File: config.mk
export PLATFORM = sky130hd
export DESIGN_NAME = counter_sequencer
export DESIGN_NICKNAME = d
export VERILOG_FILES = /design/src/rtl/counter_sequencer.sv
export SDC_FILE = /design/constraint.sdc
export NUM_CORES = 1
export LEC_CHECK = 0
export ABC_AREA = 1
export CAP_MARGIN = 15
export CORE_MARGIN = 4
export CORE_UTILIZATION = 40
export CTS_CLUSTER_DIAMETER = 40
export DETAILED_ROUTE_END_ITERATION = 8
export GPL_ROUTABILITY_DRIVEN = 0
export HOLD_SLACK_MARGIN = 0.15
export PLACE_DENSITY = 0.78
export REMOVE_ABC_BUFFERS = 1
export SYNTH_ARGS = -nofsm -noshare
export SYNTH_HDL_FRONTEND = slang
export SYNTH_SLANG_ARGS = --single-unit
File: constraint.sdc
create_clock -name clk -period 1.1 [get_ports clk]
set_clock_uncertainty 0.1 [all_clocks]
set_input_delay 0.165 -clock clk [delete_from_list [all_inputs] [get_ports clk]]
set_output_delay 0.165 -clock clk [all_outputs]
set_load 0.05 [all_outputs]
File: src/rtl/counter_sequencer.sv
// Load/count sequencer driving an external 4-bit counter from preset to terminal.
// Optional sticky wrap flag built only when SEQ_WRAP_FLAG_EN is defined.
module counter_sequencer (
  input  logic       clk,
  input  logic       clear,
  input  logic       start,
  input  logic       abort,
  input  logic [3:0] preset,
  input  logic [3:0] terminal,
  input  logic [2:0] step,
  input  logic [3:0] a_count,
  input  logic       c_out,
  output logic       load,
  output logic       count,
  output logic [3:0] din,
  output logic       busy,
  output logic       done,
  output logic       wrapped
);

  typedef enum logic [1:0] {
    IDLE,
    LOAD,
    RUN,
    DONE
  } state_t;

  state_t     state_q, state_d;
  logic [3:0] preset_q, preset_d;
  logic [3:0] term_q, term_d;
  logic [2:0] step_q, step_d;
  logic [2:0] presc_q, presc_d;
  logic       busy_q, busy_d;
  logic       done_q, done_d;
  logic       accept;
  logic       tick;
  logic       at_term;

  always_comb begin
    accept   = (state_q == IDLE) && start && !abort;
    tick     = (presc_q == step_q);
    at_term  = (a_count == term_q);
    state_d  = state_q;
    preset_d = preset_q;
    term_d   = term_q;
    step_d   = step_q;
    presc_d  = presc_q;
    unique case (state_q)
      IDLE: begin
        if (accept) begin
          state_d  = LOAD;
          preset_d = preset;
          term_d   = terminal;
          step_d   = step;
          presc_d  = 3'd0;
        end
      end
      LOAD: state_d = abort ? IDLE : RUN;
      RUN: begin
        if (abort) begin
          state_d = IDLE;
        end else if (at_term) begin
          state_d = DONE;
        end else begin
          presc_d = tick ? 3'd0 : presc_q + 3'd1;
        end
      end
      DONE: state_d = IDLE;
    endcase
    busy_d = (state_d != IDLE);
    done_d = (state_d == DONE);
  end

  // abort suppresses the command in the very cycle it is seen
  assign load  = (state_q == LOAD) && !abort;
  assign count = (state_q == RUN) && tick && !at_term && !abort;
  assign din   = preset_q;
  assign busy  = busy_q;
  assign done  = done_q;

  always_ff @(posedge clk or posedge clear) begin
    if (clear) begin
      state_q  <= IDLE;
      preset_q <= 4'd0;
      term_q   <= 4'd0;
      step_q   <= 3'd0;
      presc_q  <= 3'd0;
      busy_q   <= 1'b0;
      done_q   <= 1'b0;
    end else begin
      state_q  <= state_d;
      preset_q <= preset_d;
      term_q   <= term_d;
      step_q   <= step_d;
      presc_q  <= presc_d;
      busy_q   <= busy_d;
      done_q   <= done_d;
    end
  end

`ifdef SEQ_WRAP_FLAG_EN
  logic wrap_q, wrap_d;

  always_comb begin
    wrap_d = wrap_q;
    if (accept) begin
      wrap_d = 1'b0;
    end else if (count && c_out) begin
      wrap_d = 1'b1;
    end
  end

  always_ff @(posedge clk or posedge clear) begin
    if (clear) begin
      wrap_q <= 1'b0;
    end else begin
      wrap_q <= wrap_d;
    end
  end

  assign wrapped = wrap_q;
`else
  logic unused_c_out;
  assign unused_c_out = c_out;
  assign wrapped      = 1'b0;
`endif

endmodule

==> results by group <==
Die
  • Placement row count: 17
  • Die W: 56.0 um
  • I/O pin cnt: 29
  • Core area: 0.00221 mm^2
  • Vertical die dimension: 56.0 um
  • Initial core utilization: 41.7%
  • Die Area: 0.00314 mm^2

Clock tree
  • Number of H-tree branching levels: 1
  • Clock-pin slew of the registers on the worst-case setup and hold paths: 0.11 ns
  • Number of CTS-inserted buffers: 3
  • Worst-skew pair later-pin latency: 0.31 ns
  • Number of clock sinks seen by CTS: 18
  • Root Buffer: clkbuf_4
  • Max Buffers Root-to-Sink: 2
  • CTS tree: done

Worst setup path
  • Highest-delay cell along the critical path: dfrtp_1
  • Maximum fanout along the worst path: 4
  • Critical path data required time: just over 0.8 ns
  • Crit Path Category: flop to primary output
  • Arrival time of data at the critical path endpoint: 1.40 ns
  • Startpoint kind of the worst setup timing path: flop
  • Ordered cell list for the critical path: inv_1 > nand2_1 > nand2_2 > nand3_4 > nor2_4 > buf_12
  • Family with the most delay on the worst path: flip-flops
  • Combined buffer and inverter count along the critical path: 2
  • Largest stage delay on the critical path: roughly 0.45 ns
  • CP endpoint kind: primary output

Drt
  • Final antenna-violating net count: 0
  • Number of iterations in the first detailed-routing pass: 4
  • Routed wire length: roughly 3300 um
  • Per-cell routed wire length: roughly 16 um
  • Count of routing violations after the opening detailed-route iteration: 19
  • Via count normalized by instance count: 5.02
  • Number of remaining DRC errors: 0
  • Count of vias placed by the detailed router: 1,015

Pwr
  • Pwr per Cell Area: 1340 mW/mm^2
  • Lkg Pwr: between 0.8 and 0.9 nW
  • Power after layout: approximately 2.4 mW
  • Maximum resistive drop on vdd: 1.25 mV

Outcome
  • Violations in the final reports: setup timing
  • Outcome: finished, violations left

Finish
  • ANT cells: 0
  • Number of fillers in the final layout: about 120
  • Final Util: 81.3%
  • Area of the multi-input gates: 551 um^2
  • Most common cell after layout, fill and taps aside: nand2_1
  • FF+latch area: 450 um^2
  • Net count reported at finish: 196
  • Highest-count cells in the layout ignoring fill and taps: nand2_1, buf_4, dfrtp_1, clkdlybuf4s50_1, inv_1
  • Share of final-layout standard cells stronger than drive strength 1: 48.9%
  • Area added between synthesis and finish: 94.9%

Logic synthesis
  • Compound-cell area share of the yosys netlist: under 10%
  • Post-synthesis cell count: 111
  • Distinct cells, synth: 20
  • Proportion of synthesized area in mux cells: about 7.3%
  • Synth warnings: 0
  • Post-synthesis xor/xnor area fraction: 0.949%
  • Synthesized-area fraction occupied by adder cells: 1.36%
  • Post-synthesis share of cell area spent on and, or, nand and nor gates: 27.4%
  • Flops & latches, synth: 18
  • Post-synthesis instance area: 923 um^2
  • Mean instance size in the synthesized netlist: 8.32 um^2
  • Register area share after synthesis: 48.8%
  • Combinational family with the most area after synthesis: simple AND/OR/NAND/NOR gates

Hold path
  • Worst min-delay path class: input pin to flop

Timing
  • RSZ-0062 raised after global routing: true
  • Final hold violations: 0
  • Period utilisation layout: 151%
  • Worst path setup slack after routing: -0.563 ns
  • Max-slew violation count: 0
  • Clock period minus worst slack: 1.66 ns
  • Hold slack: 0.335 ns
  • Achievable clock frequency: around 600 MHz
  • Final number of setup-violating endpoints: 26

Global routing
  • First-pass GRT wire length: 4570 um
  • GRT Overall Usage: a little under a fifth
  • Total global routing overflow: 0
  • Antenna violations before repair: 0
  • Via count of the first global-routing pass: 1,050
  • Largest net degree at the start of global routing: 19

Run
  • Max-capacitance violation count: 0

Placed design
  • Detail Placement HPWL: 1670 um
  • Post-place setup slack: -0.517 ns
  • Number of buffers inserted by port buffering: 26
-- cell usage after synthesis --
library cell	count	share of area (%)
conb_1	1	0.41
nor3b_1	1	0.81
nand2_1	31	13
nor2_2	1	0.68
inv_1	19	7.7
o21ai_1	1	0.54
ha_1	1	1.4
nand3_1	4	2.2
nand3b_4	1	2.2
nor2_1	15	6.1
nor3_1	1	0.54
nand3_2	1	1.1
buf_6	1	1.2
o21a_1	1	0.81
nor2_4	1	1.2
xnor2_1	1	0.95
buf_4	1	0.81
mux2_2	6	7.3
a21oi_1	5	2.7
dfrtp_1	18	49
-- worst paths after layout --
kind	startpoint	to	slack [ns]	depth (start not counted)
worst max-delay path	presc_q[0]	count	-0.56	6
worst min-delay path	terminal[1]	term_q[1]	0.33	3
worst max register to register	state_q[0]	din[3]	-0.44	5
worst min register to register	term_q[3]	term_q[3]	0.48	1
max in group asynchronous	clear	state_q[0]	0.11	4
min in group asynchronous	clear	term_q[1]	0.67	4
-- where the power goes --
group	internal (mW)	total (mW)	leakage, nW	switching, mW
combinational	0.576	1.11	0.646	0.531
clock	0.202	0.436	0.0210	0.233
sequential	0.769	0.875	0.220	0.106
-- registers in the layout, summed over array words and instances, names as in the netlist --
| signal | count |
|---|---|
| din | 4 |
| term_q | 4 |
| presc_q | 3 |
| step_q | 3 |
| state_q | 2 |
| busy | 1 |
| done | 1 |
-- worst reg2reg max path, cell delays in order, from the launching register on --
cell	delay (ns)
dfrtp_1	0.41
buf_4	0.14
buf_6	0.11
nor2_4	0.17
nand3b_4	0.18
mux2_2	0.32
-- cell families after synthesis --
family / count (synthesis)
AND/OR/NAND/NOR: 56
adder cells (fa/ha/maj): 1
AO/OA/AOI/OAI: 7
flip-flops: 18
multiplexers: 6
buffers and inverters: 21
XOR/XNOR: 1
other: 1
-- final cells by class --
type,instances,area share [%]
Clock buffer,4,2.02
Inverter,19,3.96
Multi-Input combinational cell,73,30.6
Sequential cell,18,25.0
Tap cell,28,1.95
Timing Repair Buffer,60,36.4
-- timing repair --
action                     CTS  global route
pin swaps                    5             9
hold buffers                 1             0
setup endpoints to repair   26            26
hold endpoints to repair    18             0
setup buffers                9             6
resized for setup           24            29
cloned                       1             0
-- through the flow --
step | std cells | cell area (um^2) | setup TNS (ns)
finish | 202 | 1800 | -7.86
global route | 202 | 1800 | -9.69
CTS | 196 | 1650 | -5.50
detailed placement | 181 | 1430 | -8.41
global placement | 181 | 1430 | -7.53
floorplan | 109 | 905 | -3.61
-- per-layer routing --
metal | wire length (um) | track usage, % | part of all wire (%) | vias up
met5 | 0 | 0 | 0 | -
met3 | 180 | 4.87 | 5.5 | 9
met2 | 1810 | 33.6 | 55 | 32
met4 | 87 | 11.5 | 2.7 | 0
met1 | 1180 | 19.0 | 36 | 504
li1 | - | - | - | 470
Note: power is estimated with default switching activity, not from simulation.
==> edit 1, RTL diff (same settings) <==
Encoding of `state_t`: now Gray code (2 bits for 4 states).
--- a/src/rtl/counter_sequencer.sv
+++ b/src/rtl/counter_sequencer.sv
@@ -20,8 +20,8 @@
 
   typedef enum logic [1:0] {
-    IDLE,
-    LOAD,
-    RUN,
-    DONE
+    IDLE = 2'b00,
+    LOAD = 2'b01,
+    RUN  = 2'b11,
+    DONE = 2'b10
   } state_t;
 
Check against the original RTL: same outputs for any inputs over 10 cycles, from zero or initial values; not proved beyond that.
==> edit 1 against the unedited design <==
- the run still ends with setup timing left
- total power grew 30%
- global-route usage up 0.51 points
- sequential power is 9.8% higher
- largest cell class unchanged
- synthesized area up 11%
- maximum frequency is 6.2% lower
- first-iteration DRC count up 47%
- setup slack worse by 0.11 ns
- die area grew 9.0%
- critical path depth stayed put
- wire length rose by 15%
- cell area up 5.4%
- sequential cell count unchanged
==> edit 1: results (changes against the unedited design) <==
stage,metric,value,unit,change
worst_setup_path,worst r2r path cells,11,,+6
drt,vias per cell,4.92,,-2.0%
power,Sw Pwr,0.00123,W,+42%
synthesis,share of the synthesized area in the top cell type,44.1,%,-4.7 points
clocking,CTS Buf Count,3,,unchanged
clocking,Worst-Skew Late Latency,0.32,ns,
synthesis,"top cells by count, synth","nand2_1, dfrtp_1, inv_1",,
synthesis,synth warn,0,,unchanged
final_layout,share of layout cells above drive strength 1,53.3,%,+4.4 points
grt,Total Routing Usage GR,19.2,%,+0.51 points
worst_setup_path,cell family with most CP delay,simple AND/OR/NAND/NOR gates,,
timing,hold slack,0.350,ns,+0.0156 ns
worst_setup_path,Crit path largest cell delay,0.41,ns,-0.04 ns
synthesis,"Async S/R FF share, synth",100,%,unchanged
min_path,Hold Path Stages,3,,unchanged
synthesis,"Seq/Total Area, Yosys",44.1,%,-4.7 points
synthesis,Syn Area/Cell,8.73,um^2,+4.9%
timing,Finish-stage setup viols,25,,-3.8%
place,Port Buf Inserts,26,,unchanged
worst_setup_path,worst reg2reg setup slack,-0.46,ns,-0.02 ns
final_layout,final net count,204,,+4.1%
outcome,outcome,"finished, violations left",,
clocking,H-tree depth,1,,unchanged
place,pre-CTS setup slack,-0.560,ns,-0.0427 ns
place,placed cells,192,,+6.1%
final_layout,Fillers,126,,+5.9%
grt,first-pass GRT wire length,4870,um,+6.5%
clocking,Max Root-Sink Buffers,2,,unchanged
outcome,failing checks,setup timing,,
worst_setup_path,slowest CP cell,dfrtp_1,,
synthesis,Synth area leaders,"dfrtp_1, nand2_1, mux2_4, inv_1, a21oi_2",,
grt,vias in the first global route,1068,,+1.7%
grt,antenna violations before repair,0,,unchanged
drt,Starting DRT DRC Count,28,,+9
min_path,Hold EP,term_q[2],,
power,worst vdd rail ir drop,0.00210,V,+68%
timing,worst setup margin,-0.673,ns,-0.110 ns
grt,pin count of the biggest net entering global routing,19,,unchanged
min_path,hold_sp,terminal[2],,
drt,DRT Wirelength,3730,um,+15%
worst_setup_path,worst r2r src,term_q[0],,
worst_setup_path,RR Endpoint,done,,
place,Placement Cell Area,1560,um^2,+9.5%
power,P_leak,0.969,nW,+9.3%
drt,1st-pass router iterations,4,,unchanged
final_layout,"non-filler cells, final",212,,+5.0%
clocking,"CTS clk-pin slew, worst paths",0.13,ns,+0.02 ns
clocking,Root Buffer,clkbuf_4,,
synthesis,post-synthesis cell type count,23,,+15%
timing,setup_tns,-7.96,ns,-0.0942 ns
final_layout,multi-input logic area,567,um^2,+3.0%
worst_setup_path,Worst setup startpoint,step_q[2],,
worst_setup_path,worst-path maximum fanout,2,,-2
min_path,HP Class,input pin to flip-flop,,
place,post-DP HPWL,1860,um,+12%
worst_setup_path,Worst EP arrival,1.51,ns,+0.11 ns
[edit 1: cell count changes after synthesis, sizes merged, moves of 2 or more]
cell   change
nor2       -3
inv        +2
nand3      +3
nand2      +4
[edit 1: layer usage]
metal  vias up  routed length, um  GRT usage [%]
li1        486                  -              -
met1       512               1430           20.6
met2        36               2050           38.0
met3        10                150           2.63
met4         0                108           5.96
met5         -                  0              0
[edit 1: what timing repair did]
item	CTS	global route
hold buffers	1	0
buffers inserted	7	9
resized for setup	26	20
pin swaps	5	9
endpoints found under the hold margin	18	0
gates cloned	1	0
setup endpoints to repair	25	25
[edit 1: area by class of cell]
class | instances | area share (%)
multi-input cells | 74 | 29.9
inverters | 22 | 4.62
well taps | 30 | 1.98
flip-flops and latches | 18 | 23.7
clock buffers | 4 | 1.91
repair buffers | 64 | 37.9
[edit 1: power by group through the flow]
stage	combinational [W]	sequential, W	clock [W]
3_5_place_dp	0.00132	0.000958	0
4_1_cts	0.00151	0.000947	0.000438
2_1_floorplan	0.000473	0.00112	0
3_3_place_gp	0.00129	0.000947	0
6_report	0.00172	0.000961	0.000469
5_1_grt	0.00180	0.000973	0.000478
[edit 1: logic make-up (layout without fill, tap and decap cells)]
kind of cell	after synthesis	after routing	synth area share [%]
other	1	1	0.367
AOI/OAI and AO/OA	7	7	5.64
muxes	5	5	7.35
and+or+nand+nor	58	58	27.7
adders and majority gates	1	1	1.23
xor gates and xnor gates	2	2	1.72
DFF	18	18	44.1
buffers and inverters	25	90	11.9
[edit 1: how the worst max path moves through the flow]
stage | end | depth (start not counted)
2_1_floorplan | count | 7
3_3_place_gp | count | 8
3_5_place_dp | count | 8
4_1_cts | count | 8
5_1_grt | count | 6
6_report | count | 6
==> edit 2, RTL diff (same flow settings) <==
Without the edit above. The option `SEQ_WRAP_FLAG_EN` is turned on by a define.
--- a/src/rtl/counter_sequencer.sv
+++ b/src/rtl/counter_sequencer.sv
@@ -1,4 +1,6 @@
 // Load/count sequencer driving an external 4-bit counter from preset to terminal.
 // Optional sticky wrap flag built only when SEQ_WRAP_FLAG_EN is defined.
+`define SEQ_WRAP_FLAG_EN
+
 module counter_sequencer (
   input  logic       clk,
Function: changed (Yosys sat finds a counterexample within 4 cycles, from zero or initial values).
==> edit 2 against the unedited design <==
- the flow still finishes with violations (setup timing)
- non-clock buffer count increased by 4
- final cell count grew 2.0%
- cell area up 3.7%
- setup slack lost 0.16 ns
- sequential cell count up 1
- synthesized cell count unchanged
- total power is 0.77% higher
- count of clock-buffer cells in the layout fell by 1
- first-iteration DRC count increased by 120%
- wire length rose by 25%
- synthesized area increased by 0.54%
- sequential power increased by 4.2%
- critical path depth down 1
==> edit 2: results (changes against the unedited design) <==
stage,metric,value,unit,change
final_layout,final net count,200,,+2.0%
outcome,failing checks,setup timing,,
power,Reg power frac,37.4,%,+1.2 points
timing,setup_tns,-8.86,ns,-0.996 ns
min_path,Hold EP,term_q[0],,
outcome,outcome,"finished, violations left",,
synthesis,"top cells by count, synth","nand2_1, dfrtp_1, inv_1",,
timing,hold slack,0.285,ns,-0.0501 ns
final_layout,share of layout cells above drive strength 1,55.1,%,+6.2 points
worst_setup_path,worst-path maximum fanout,2,,-2
power,worst vdd rail ir drop,0.00122,V,-2.3%
timing,worst setup margin,-0.724,ns,-0.161 ns
drt,vias per cell,5.56,,+11%
synthesis,Synth area leaders,"dfrtp_1, nand2_1, inv_1, xor2_1, o21ai_1",,
place,placed cells,182,,+0.55%
place,post-DP HPWL,1750,um,+5.1%
power,Pwr Total,0.00244,W,+0.77%
final_layout,Fillers,106,,-11%
synthesis,"Seq/Total Area, Yosys",51.2,%,+2.4 points
place,Port Buf Inserts,28,,+7.7%
grt,Total Routing Usage GR,20.6,%,+1.9 points
worst_setup_path,worst reg2reg setup slack,-0.61,ns,-0.17 ns
timing,Finish-stage setup viols,28,,+7.7%
drt,Starting DRT DRC Count,42,,+23
final_layout,"non-filler cells, final",206,,+2.0%
worst_setup_path,Worst setup startpoint,term_q[0],,
grt,pin count of the biggest net entering global routing,20,,+1
## edit 2: cell count changes after synthesis, sizes merged, moves of 3 or more
cell	before	now
a21oi	5	2
inv	19	15
mux2	6	0
nand2	31	44
nor2	17	7
o21ai	1	8
xor2	0	3
## edit 2: worst max path at each step
stage / endpoint / slack (ns) / depth (start not counted)
after floorplan: load / -0.70 / 1
after global placement: count / -0.48 / 8
after detailed placement: presc_q[0] / -0.51 / 10
after CTS: count / -0.64 / 5
after global routing: count / -0.74 / 7
final: count / -0.72 / 5
## edit 2: logic make-up after synthesis
logic type / count (synthesis) / share of synthesized area [%]
buffers and inverters: 16 / 7.28
and+or+nand+nor: 61 / 30.6
DFF: 19 / 51.2
AOI/OAI and AO/OA: 10 / 5.79
adders and majority gates: 1 / 1.35
xor gates and xnor gates: 4 / 3.77
## edit 2: final cells by class
cell class	count	area (um^2)	share of cell area, %
inverters	15	66.3	3.55
clock buffers	3	22.5	1.21
repair buffers	64	712	38.2
clock inverters	1	5.00	0.268
well taps	28	35.0	1.88
multi-input cells	76	549	29.4
flip-flops and latches	19	475	25.5
## edit 2: routing by layer
| metal | up-vias | part of all wire (%) | GRT usage, % |
|---|---|---|---|
| li1 | 475 | - | - |
| met1 | 557 | 36 | 23.5 |
| met2 | 92 | 50 | 36.9 |
| met3 | 21 | 8.1 | 3.25 |
| met4 | 0 | 6.0 | 9.83 |
| met5 | - | 0 | 0 |
## edit 2: timing repair
| action | 4_1_cts | 5_1_grt |
|---|---|---|
| endpoints found under the setup margin | 28 | 28 |
| hold endpoints to repair | 19 | 0 |
| setup buffers | 11 | 10 |
| pin swaps | 9 | 22 |
| hold buffers | 1 | 0 |
| cloned | 1 | 0 |
| resized for setup | 29 | 46 |
